### config.mk
export PLATFORM = sky130hd
export DESIGN_NAME = program_counter_flat
export DESIGN_NICKNAME = d
export VERILOG_FILES = /design/src/rtl/program_counter_if.sv /design/src/rtl/program_counter.sv /design/src/flat_wrapper.sv
export SDC_FILE = /design/constraint.sdc
export NUM_CORES = 1
export LEC_CHECK = 0
export ABC_AREA = 1
export BUFFER_PORTS_ARGS = -buffer_cell sky130_fd_sc_hd__buf_4
export CAP_MARGIN = 25
export CORE_AREA = 4 4 92 94
export CTS_CLUSTER_SIZE = 10
export DETAILED_ROUTE_END_ITERATION = 10
export DIE_AREA = 0 0 96 98
export SETUP_SLACK_MARGIN = 0.02
export SLEW_MARGIN = 20
export SYNTH_ARGS = -nofsm -noshare
export SYNTH_HDL_FRONTEND = slang
export SYNTH_SLANG_ARGS = --single-unit
export TNS_END_PERCENT = 50
### constraint.sdc
create_clock -name Clk -period 1.8 [get_ports Clk]
set_clock_uncertainty 0.2 [all_clocks]
set_input_delay 0.27 -clock Clk [delete_from_list [all_inputs] [get_ports Clk]]
set_output_delay 0.27 -clock Clk [all_outputs]
set_load 0.02 [all_outputs]
### src/rtl/program_counter_if.sv
// Fetch-side bus of the program counter: run control and branch inputs
// in, fetch address and status out. The master side drives the controls;
// the slave side is the counter itself.
interface program_counter_if #(
  parameter int D  = 12,
  parameter int CW = 16
);
  logic          start;
  logic [1:0]    prog_sel;
  logic          branch_en;
  logic [D-1:0]  target;
  logic          stall;
  logic          halt;
  logic [D-1:0]  pc;
  logic          running;
  logic          done;
  logic [CW-1:0] cycle_cnt;

  modport master (
    output start, prog_sel, branch_en, target, stall, halt,
    input  pc, running, done, cycle_cnt
  );

  modport slave (
    input  start, prog_sel, branch_en, target, stall, halt,
    output pc, running, done, cycle_cnt
  );
endinterface

### src/rtl/program_counter.sv
// Registered program counter with IDLE/RUN/DONE run control.
// Loads one of three start addresses on a valid start, then steps,
// branches by a signed offset, or holds on stall. Halt freezes the PC and
// raises done. A saturating counter tracks RUN cycles since the last start.
module program_counter #(
  parameter int          D        = 12,
  parameter logic [11:0] P1_START = 12'd0,
  parameter logic [11:0] P2_START = 12'd0,
  parameter logic [11:0] P3_START = 12'd0,
  parameter int          CW       = 16
) (
  input  logic             Clk,
  input  logic             Reset_n,
  program_counter_if.slave bus
);

  typedef enum logic [1:0] {
    ST_IDLE = 2'd0,
    ST_RUN  = 2'd1,
    ST_DONE = 2'd2
  } state_e;

  localparam logic [D-1:0]  PC_ONE  = {{(D-1){1'b0}}, 1'b1};
  localparam logic [CW-1:0] CNT_ONE = {{(CW-1){1'b0}}, 1'b1};
  localparam logic [CW-1:0] CNT_MAX = {CW{1'b1}};
  localparam logic [1:0]    SEL_BAD = 2'd3;

  state_e        state_q, state_d;
  logic [D-1:0]  pc_q, pc_d;
  logic [CW-1:0] cycle_cnt_q, cycle_cnt_d;
  logic          start_ok_s;

  // Start address for a program select; select 3 is filtered out before use.
  function automatic logic [D-1:0] start_addr(input logic [1:0] sel);
    logic [D-1:0] addr;
    case (sel)
      2'd0:    addr = D'(P1_START);
      2'd1:    addr = D'(P2_START);
      2'd2:    addr = D'(P3_START);
      default: addr = D'(P3_START);
    endcase
    return addr;
  endfunction

  assign start_ok_s = bus.start && (bus.prog_sel != SEL_BAD);

  // Next-state, next-PC and next-count selection.
  always_comb begin
    state_d     = state_q;
    pc_d        = pc_q;
    cycle_cnt_d = cycle_cnt_q;
    case (state_q)
      ST_IDLE, ST_DONE: begin
        if (start_ok_s) begin
          state_d     = ST_RUN;
          pc_d        = start_addr(bus.prog_sel);
          cycle_cnt_d = {CW{1'b0}};
        end else begin
          state_d     = state_q;
        end
      end
      ST_RUN: begin
        if (cycle_cnt_q != CNT_MAX) begin
          cycle_cnt_d = cycle_cnt_q + CNT_ONE;
        end else begin
          cycle_cnt_d = cycle_cnt_q;
        end
        // halt > stall > branch > sequential; D-bit adds drop the carry
        if (bus.halt) begin
          state_d = ST_DONE;
          pc_d    = pc_q;
        end else if (bus.stall) begin
          pc_d    = pc_q;
        end else if (bus.branch_en) begin
          pc_d    = pc_q + bus.target;
        end else begin
          pc_d    = pc_q + PC_ONE;
        end
      end
      default: begin
        state_d     = ST_IDLE;
        pc_d        = {D{1'b0}};
        cycle_cnt_d = {CW{1'b0}};
      end
    endcase
  end

  // State, PC and cycle counter registers.
  always_ff @(posedge Clk or negedge Reset_n) begin
    if (!Reset_n) begin
      state_q     <= ST_IDLE;
      pc_q        <= {D{1'b0}};
      cycle_cnt_q <= {CW{1'b0}};
    end else begin
      state_q     <= state_d;
      pc_q        <= pc_d;
      cycle_cnt_q <= cycle_cnt_d;
    end
  end

  assign bus.pc        = pc_q;
  assign bus.cycle_cnt = cycle_cnt_q;
  assign bus.running   = (state_q == ST_RUN);
  assign bus.done      = (state_q == ST_DONE);

endmodule

### src/flat_wrapper.sv
// flat-port wrapper written by rule: the top's interface ports become plain ports
module program_counter_flat 
#(
  parameter int          D        = 12,
  parameter logic [11:0] P1_START = 12'd0,
  parameter logic [11:0] P2_START = 12'd0,
  parameter logic [11:0] P3_START = 12'd0,
  parameter int          CW       = 16
)
  (Clk, Reset_n, bus_start, bus_prog_sel, bus_branch_en, bus_target, bus_stall, bus_halt, bus_pc, bus_running, bus_done, bus_cycle_cnt);
  program_counter_if #(.D(D), .CW(CW)) bus_i ();
  input  logic Clk;
  input  logic Reset_n;
  input wire logic [$bits(bus_i.start)-1:0] bus_start;
  input wire logic [$bits(bus_i.prog_sel)-1:0] bus_prog_sel;
  input wire logic [$bits(bus_i.branch_en)-1:0] bus_branch_en;
  input wire logic [$bits(bus_i.target)-1:0] bus_target;
  input wire logic [$bits(bus_i.stall)-1:0] bus_stall;
  input wire logic [$bits(bus_i.halt)-1:0] bus_halt;
  output wire logic [$bits(bus_i.pc)-1:0] bus_pc;
  output wire logic [$bits(bus_i.running)-1:0] bus_running;
  output wire logic [$bits(bus_i.done)-1:0] bus_done;
  output wire logic [$bits(bus_i.cycle_cnt)-1:0] bus_cycle_cnt;
  assign bus_i.start = bus_start;
  assign bus_i.prog_sel = bus_prog_sel;
  assign bus_i.branch_en = bus_branch_en;
  assign bus_i.target = bus_target;
  assign bus_i.stall = bus_stall;
  assign bus_i.halt = bus_halt;
  assign bus_pc = bus_i.pc;
  assign bus_running = bus_i.running;
  assign bus_done = bus_i.done;
  assign bus_cycle_cnt = bus_i.cycle_cnt;
  program_counter #(.D(D), .P1_START(P1_START), .P2_START(P2_START), .P3_START(P3_START), .CW(CW)) u_core (.Clk(Clk), .Reset_n(Reset_n), .bus(bus_i));
endmodule
# After elaboration in Yosys (flattened, before gate mapping)

Cells that the tools add are included.

Register bits: 30
Output and inout bits: 30
Input port bits: 20

Add/sub/neg operators: 3
Reduce and logical (&&, ||, !) cells: 6
Equality and inequality tests: 9
Multiplexer cells: 11

Operators by type and width:

| cell                                                                    | count |
|---|---|
| 12-bit two-way mux                                                      | 4 |
| 16-bit two-way mux                                                      | 2 |
| 16-bit case mux with 2 select lines                                     | 1 |
| 12-bit case mux with 2 select lines                                     | 1 |
| 16-bit by 1-bit adder with 16-bit output, second input constant         | 1 |
| 16-bit inequality test, second input constant                           | 1 |
| 12-bit by 1-bit adder with 12-bit output, second input constant         | 1 |
| 12-bit adder                                                            | 1 |
| 2-bit inequality test, second input constant                            | 4 |
| 2-bit two-way mux                                                       | 2 |
| 2-bit by 1-bit inequality test with 1-bit output, second input constant | 2 |
| 2-bit case mux with 2 select lines                                      | 1 |
| 2-bit AND reduction                                                     | 2 |
| 3-bit AND reduction                                                     | 1 |
| 2-bit by 1-bit == test with 1-bit output, second input constant         | 1 |
| 2-bit == test, second input constant                                    | 1 |
| 2-bit logical NOT                                                       | 1 |
| 2-bit OR reduction                                                      | 1 |
| 1-bit logical AND                                                       | 1 |

# Logic depth before layout (Yosys ltp)

Gate-level depths: netlist of run 1.

Word-level depth: 5
Gate-level depth with buffers: 13
Mapped depth without buffers: 12

# Least setup slack after synthesis of run 1

Ideal clock, no wire load.

Path kind: input to register
Start: input port bus_branch_en
End: register u_core.pc_q[6], in the netlist u_core.bus.pc[6]
Cell stages on the path: 10
Buffers on the path: 1
Data required time: 1.477 ns
Data arrival time: 1.743 ns
Setup time: 0.123 ns
Slack: -0.266 ns
Cell sequence: clkbuf_1 nand2_1 ha_1 fa_1 nand3_1 nand3_1 nand2_1 nand2_1 o21ai_0 nand2_1

Cells in the longest elaborated chain, start to end: 4

RTL lines:

| element                             | line                  | text |
|---|---|---|
| start, declared                     | flat_wrapper.sv:16    | `input wire logic [$bits(bus_i.branch_en)-1:0] bus_branch_en;` |
| 12-bit two-way mux                  | program_counter.sv:74 | `end else if (bus.branch_en) begin` |
| 12-bit two-way mux                  | program_counter.sv:72 | `end else if (bus.stall) begin` |
| 12-bit two-way mux                  | program_counter.sv:69 | `if (bus.halt) begin` |
| 12-bit case mux with 2 select lines | program_counter.sv:52 | `case (state_q)` |
| end signal, assigned                | program_counter.sv:92 | `pc_q <= {D{1'b0}};` |
| end signal, assigned                | program_counter.sv:96 | `pc_q <= pc_d;` |
| end, declared                       | program_counter.sv:29 | `logic [D-1:0] pc_q, pc_d;` |

No other way between the ends. The select of a mux whose other input is x is not followed.
A chain may end at the register's enable or synchronous reset.

# Worst setup path after layout of run 1

Start: register u_core.pc_q[0], in the netlist u_core.bus.pc[0]
End: register u_core.pc_q[6], in the netlist u_core.bus.pc[6]

Cells in the longest elaborated chain, start to end: 5

RTL lines:

| element                                                                  | line |
|---|---|
| 12-bit by 1-bit adder with 12-bit output or 12-bit adder (tied branches) | program_counter.sv:77, program_counter.sv:75 |
| 12-bit two-way mux (*)                                                   | program_counter.sv:74 |
| 12-bit two-way mux (*)                                                   | program_counter.sv:72 |
| 12-bit two-way mux (*)                                                   | program_counter.sv:69 |
| 12-bit case mux with 2 select lines (*)                                  | program_counter.sv:52 |

Every way passes the cells marked *; elsewhere a longest branch is shown, timed or not. The select of a mux whose other input is x is not followed.

==> flow_metrics.py, run 1 <==
metrics = {
    "routing": {
        "wirelength_um": 6494,
        "wl_per_cell_um": 12.25,
        "dr.pass1.iters": 4,
        "met3_wirelength_um": 370,
        "wl_met2_um": 3251,
        "drt_first_iter_violations": 85,
        "final_antenna_net_count": 0,
        "viasPerCell": 4.579,
        "drc": 0,
        "vias": 2427,
        "highest_layer": "met4",
        "drt-met1-wl_um": 2814,
    },
    "timing": {
        "fin_setup_tns_ns": 0,
        "post-route-period-util": 0.9957,
        "rsz0062_at_grt": "true",
        "fmax_ghz": 0.5579,
        "hold_viol_final": 0,
        "setup_ws_ns": 0.007655,
        "slew_violations": 0,
        "setup_viol": 0,
        "maxSlewHeadroom": 0.7203,
        "period_minus_slack_ns": 1.792,
        "worst_pin_slew_ns": 0.4196,
    },
    "die": {
        "die_area_um2": 9408,
        "die_h_um": 98,
        "pin_count": 50,
        "row_count": 32,
        "initial_core_util": 0.2932,
        "core-area_um2": 7647,
        "die_width_um": 96,
    },
    "clock_tree": {
        "clock_latency_ns": 0.29,
        "clockBufferDepth": 2,
        "cts_tree": "built",
        "path_clk_slew_ns": 0.07,
        "clockRootBuffer": "clkbuf_8",
        "cts_made_buffers": 5,
        "htreeDepth": 2,
        "clock_sinks": 30,
    },
    "synthesis": {
        "synth_cell_types": 30,
        "synth_top_family_by_area": "simple AND/OR/NAND/NOR gates",
        "synth_warnings": 0,
        "synthesis.nets": 376,
        "yosys.area_share.simple": 0.3996,
        "syn_area_um2": 2242,
        "synth_xor_xnor_area_share": 0.02734,
        "synth_fa_ha_area_frac": 0.07589,
        "syn_inst": 343,
        "synth-compound-area-share": 0.07310,
        "seq_area_frac_synth": 0.3348,
        "async_reset_ff_frac": 1.000,
        "synth_edf_count": 0,
        "synth-main-ff-cell": "dfrtp_1",
        "muxShareOfSynthArea": 0,
        "syn_avg_cell_area_um2": 6.537,
        "synth.ff_latch_count": 30,
    },
    "worst_setup_path": {
        "crit_path_start": "u_core.bus.pc[0]",
        "r2r-start": "u_core.bus.pc[0]",
        "reg2reg_depth": 9,
        "cp-start-kind": "flop",
        "r2r_slack_ns": 0.008,
        "crit_path_end_kind": "flop",
        "crit_required_ns": 1.83,
        "timing_worst_setup_path_type": "reg -> reg",
        "critPathArrivalTime_ns": 1.82,
        "critPathMaxFanout": 3,
        "r2r-end": "u_core.bus.pc[6]",
    },
    "min_path": {
        "min_from": "bus_start",
        "hold_class": "in -> reg",
        "min_to": "u_core.state_q[0]",
        "hold_path_depth": 3,
    },
    "power_and_ir_drop": {
        "total_power_mw": 2.287,
        "power_per_cell_area_nw_per_um2": 691.6,
        "power.leakage_nw": 1.682,
        "ir_drop_v": 0.0004908,
    },
    "grt": {
        "antenna_found_initial": 0,
        "grt_max_degree": 31,
        "grt_first_pass_wirelength_um": 10800,
        "grt_pass1_vias": 2404,
        "grt_overflow": 0,
        "track_usage": 0.1425,
    },
    "final_layout": {
        "final_core_util": 0.4324,
        "final_nets": 460,
        "areaGrowthSynthToFinish_pct": 47.49,
        "diodes": 0,
        "drive_above_1_share": 0.3084,
    },
    "placement": {
        "dpl_worst_slack_ns": -0.1271,
        "port_buffers": 49,
        "gp_congestion": 0.8908,
        "dp_hpwl_um": 4688,
    },
    "status": {
        "status": "completed",
    },
    "job": {
        "maxCapViolCount": 0,
    },
}
[layout make-up]
type	count	area [µm²]
sequential	30	758.2
fill	789	4340
inverter	47	183.9
tap	102	127.6
multi-input combinational	262	1503
timing repair buffer	81	624.3
clock buffer	8	110.1
[where the power goes]
group	leakage, nW	internal, mW	switching, mW
combinational	1.22	0.379	0.437
clock	0.0575	0.386	0.281
sequential	0.403	0.734	0.0701
[cells by family (layout without fill, tap and decap cells)]
group | count (synthesis) | after routing
AND/OR/NAND/NOR | 212 | 212
buffers and inverters | 51 | 136
AO/OA/AOI/OAI | 30 | 30
flip-flops | 30 | 30
adder cells (fa/ha/maj) | 13 | 13
XOR/XNOR | 7 | 7
[metrics by stage]
step / instance area [µm²] / hold slack, ns / instances
after floorplan: 2286 / -0.2256 / 343
after global placement: 2935 / 0.03831 / 515
after detailed placement: 2935 / 0.04049 / 515
after CTS: 3070 / 0.07505 / 525
after global routing: 3307 / 0.09089 / 530
final: 3307 / 0.07416 / 530
[critical path, cell delays in order, from the launching register on]
cell     delay [ns]
dfrtp_2        0.43
ha_4           0.17
fa_2           0.39
nand3_2        0.08
nand3_2        0.09
nand2_1        0.09
nand2_2        0.06
a21oi_2        0.11
o21ai_1        0.07
nand2_1        0.05
[cell usage after synthesis, types with 2 or more instances]
cell type / n / share of area
ha_1: 12 / 0.067
o21ai_1: 5 / 0.011
a22o_1: 2 / 0.0078
o21ai_0: 15 / 0.033
clkbuf_1: 2 / 0.0033
nand2_1: 127 / 0.21
dfrtp_1: 30 / 0.33
a21oi_1: 5 / 0.011
inv_2: 2 / 0.0033
inv_1: 45 / 0.075
xor2_1: 5 / 0.020
nor2_1: 35 / 0.059
nor2_2: 2 / 0.0056
nand3_1: 32 / 0.071
nor3_1: 2 / 0.0045
xnor2_1: 2 / 0.0078
nand4_1: 7 / 0.020
[layer usage]
metal,vias to the layer above,global-route usage
li1,1256,-
met1,1107,0.1782
met2,55,0.2390
met3,9,0.03313
met4,0,0.04486
met5,-,0
[registers in the layout, summed over array words and instances, names as in the netlist]
name,count
u_core.bus.pc,12
u_core.state_q,2
u_core.bus.cycle_cnt,16
[how the worst max path moves through the flow]
| stage | slack, ns | to | cells past startpoint |
|---|---|---|---|
| detailed placement | -0.13 | u_core.bus.pc[6] | 11 |
| finish | 0.008 | u_core.bus.pc[6] | 9 |
| CTS | 0.01 | u_core.bus.pc[6] | 9 |
| global route | -0.08 | u_core.bus.pc[8] | 9 |
| floorplan | 0.02 | u_core.bus.pc[6] | 9 |
| global placement | -0.12 | u_core.bus.pc[6] | 11 |
[placed cells by master (no fill, tap or decap), types with 8 or more instances in the layout]
master,Yosys,routed
ha_4,0,11
clkbuf_8,0,8
nand2_1,127,123
o21ai_0,15,11
nor2_1,35,29
inv_1,45,44
nand3_1,32,28
dfrtp_1,30,24
buf_4,0,76
o21ai_1,5,9
[repair_timing]
action | 4_1_cts | 5_1_grt
hold endpoints to repair | 31 | 0
setup buffers | 0 | 5
endpoints found under the setup margin | 3 | 24
hold buffers | 2 | 0
gates resized for setup | 1 | 38
pin swaps | 2 | 8
Power figures use the tool's default switching activity.
==> run 2, diff against run 1 <==
--- a/config.mk
+++ b/config.mk
@@ -8,10 +8,10 @@
 export ABC_AREA = 1
 export BUFFER_PORTS_ARGS = -buffer_cell sky130_fd_sc_hd__buf_4
 export CAP_MARGIN = 25
-export CORE_AREA = 4 4 92 94
+export CORE_AREA = 4 4 86 88
 export CTS_CLUSTER_SIZE = 10
 export DETAILED_ROUTE_END_ITERATION = 10
-export DIE_AREA = 0 0 96 98
+export DIE_AREA = 0 0 90 92
 export SETUP_SLACK_MARGIN = 0.02
 export SLEW_MARGIN = 20
 export SYNTH_ARGS = -nofsm -noshare
==> run 2 against run 1 <==
Net effect: the flow now finishes with violations (negative setup slack); combinational power about the same; die area shrank 12%; sequential share of layout area grew 0.18 points.
==> flow_metrics.py, run 2 (same netlist as run 1, synthesis figures left out) <==
metrics = {
    "status": {
        "status": "finished, violations left",
        "violations": "negative setup slack",
    },
    "power_and_ir_drop": {
        "power.leakage_nw": 1.695,
        "power_per_cell_area_nw_per_um2": 706.0,
        "p_int_mw": 1.520,
        "p_comb_frac": 0.352,
        "p_sw_frac": 0.3427,
        "ir_drop_v": 0.0004899,
        "p_sw_mw": 0.7925,
        "seq_power_share": 0.343,
        "p_clk_frac": 0.305,
    },
    "timing": {
        "period_minus_slack_ns": 1.811,
        "rsz0062_at_grt": "true",
        "maxSlewHeadroom": 0.7230,
        "worst_pin_slew_ns": 0.4155,
        "fmax_ghz": 0.5522,
        "slew_violations": 0,
        "setup_viol": 2,
        "hold_viol_final": 0,
        "post-route-period-util": 1.006,
        "setup_ws_ns": -0.01110,
    },
    "die": {
        "die_area_um2": 8280,
        "row_count": 30,
        "pin_count": 50,
        "initial_core_util": 0.3375,
        "core-area_um2": 6644,
        "die_width_um": 90,
        "die_h_um": 92,
    },
    "routing": {
        "wl_per_cell_um": 12.36,
        "met3_wirelength_um": 261,
        "highest_layer": "met4",
        "drc": 0,
        "drt-met1-wl_um": 2885,
        "final_antenna_net_count": 0,
        "viasPerCell": 4.736,
        "dr.pass1.iters": 4,
        "vias": 2420,
        "wl_met2_um": 3120,
        "drt_first_iter_violations": 69,
        "wirelength_um": 6317,
    },
    "clock_tree": {
        "cts_made_buffers": 5,
        "path_clk_slew_ns": 0.08,
        "clock_latency_ns": 0.29,
        "htreeDepth": 2,
        "clockRootBuffer": "clkbuf_8",
        "clockBufferDepth": 2,
        "clock_sinks": 30,
        "cts_tree": "built",
    },
    "worst_setup_path": {
        "r2r_slack_ns": -0.01,
        "crit_required_ns": 1.82,
        "critPathMaxFanout": 4,
        "crit_path_end_kind": "flop",
        "cp-start-kind": "flop",
        "critPathArrivalTime_ns": 1.83,
        "timing_worst_setup_path_type": "reg -> reg",
    },
    "grt": {
        "grt_pass1_vias": 2359,
        "grt_max_degree": 31,
        "track_usage": 0.1561,
        "antenna_found_initial": 0,
        "grt_overflow": 0,
        "grt_first_pass_wirelength_um": 10740,
    },
    "final_layout": {
        "stdcell_count": 511,
        "areaGrowthSynthToFinish_pct": 46.09,
        "largest_reg_flops": 16,
        "final_nets": 463,
        "diodes": 0,
        "ff_latch_area_um2": 757.0,
        "drive_above_1_share": 0.3086,
        "multiInputGateArea_um2": 1496,
        "most-common-layout-cells": "nand2_1, buf_4, inv_1",
        "final_core_util": 0.4930,
        "layout_commonest_cell": "nand2_1",
        "fillCellCount": 669,
    },
    "placement": {
        "dp.cells": 497,
        "dp_hpwl_um": 4699,
        "gp_congestion": 0.8523,
        "port_buffers": 49,
    },
    "job": {
        "maxCapViolCount": 0,
    },
    "min_path": {
        "hold_class": "in -> reg",
    },
}
run 2: cell types whose count changed in the layout (fill, tap and decap cells not counted), moves of 2 or more:
cell	before	now
buf_6	3	0
nand3_2	4	2
nand2_2	5	8
clkbuf_8	8	5
nand2_1	123	120
buf_4	76	82
run 2: final cells by class:
| cell class | count | share of cell area |
|---|---|---|
| Timing Repair Buffer | 84 | 0.1940 |
| Multi-Input combinational cell | 262 | 0.4568 |
| Tap cell | 80 | 0.03056 |
| Clock buffer | 6 | 0.02215 |
| Sequential cell | 30 | 0.2311 |
| Clock inverter | 2 | 0.01146 |
| Inverter | 47 | 0.05386 |
run 2: metrics by stage:
step / setup slack [ns] / instance area [µm²] / hold WS [ns] / total power, mW / TNS, ns
2_1_floorplan: 0.01993 / 2286 / -0.2256 / 1.183 / 0
3_3_place_gp: -0.09971 / 2938 / 0.04158 / 1.509 / -0.3799
3_5_place_dp: -0.1134 / 2938 / 0.04047 / 1.517 / -0.5436
4_1_cts: 0.01329 / 3075 / 0.05347 / 2.243 / 0
5_1_grt: -0.08961 / 3276 / 0.07392 / 2.463 / -0.2379
6_report: -0.01110 / 3276 / 0.06174 / 2.313 / -0.01647
run 2: path summary, 6_finish.rpt:
check                                  start                       to  cells past startpoint
min reg2reg                u_core.bus.pc[10]        u_core.bus.pc[10]                      2
max                         u_core.bus.pc[0]         u_core.bus.pc[8]                      9
min                                bus_start        u_core.state_q[0]                      3
min in group asynchronous            Reset_n         u_core.bus.pc[7]                      2
max reg2reg                 u_core.bus.pc[0]         u_core.bus.pc[8]                      9
max in group asynchronous            Reset_n  u_core.bus.cycle_cnt[0]                      2
run 2: critical path: stages (launching register included):
cell     delay [ns]
dfrtp_2        0.42
ha_4           0.17
fa_2           0.39
nand3_2        0.11
nand3_4        0.08
nand2_2        0.08
nand2_2        0.05
nand2_1        0.06
nand2_1        0.05
o21ai_1        0.13
run 2: timing repair:
item	CTS	global route
hold endpoints to repair	32	0
endpoints found under the setup margin	2	23
resized for setup	0	31
hold buffers	2	0
buffers inserted	1	3
pin swaps	1	10
run 2: per-layer routing:
layer | vias up | global-route usage
li1 | 1258 | -
met1 | 1105 | 0.1948
met2 | 51 | 0.2688
met3 | 6 | 0.04102
met4 | 0 | 0.03827
met5 | - | 0
run 2: power by group through the flow:
stage	registers (mW)	clock network (mW)	logic [mW]
global placement	0.794	0	0.715
finish	0.794	0.706	0.813
CTS	0.782	0.726	0.735
floorplan	0.852	0	0.331
global route	0.800	0.762	0.900
detailed placement	0.795	0	0.721
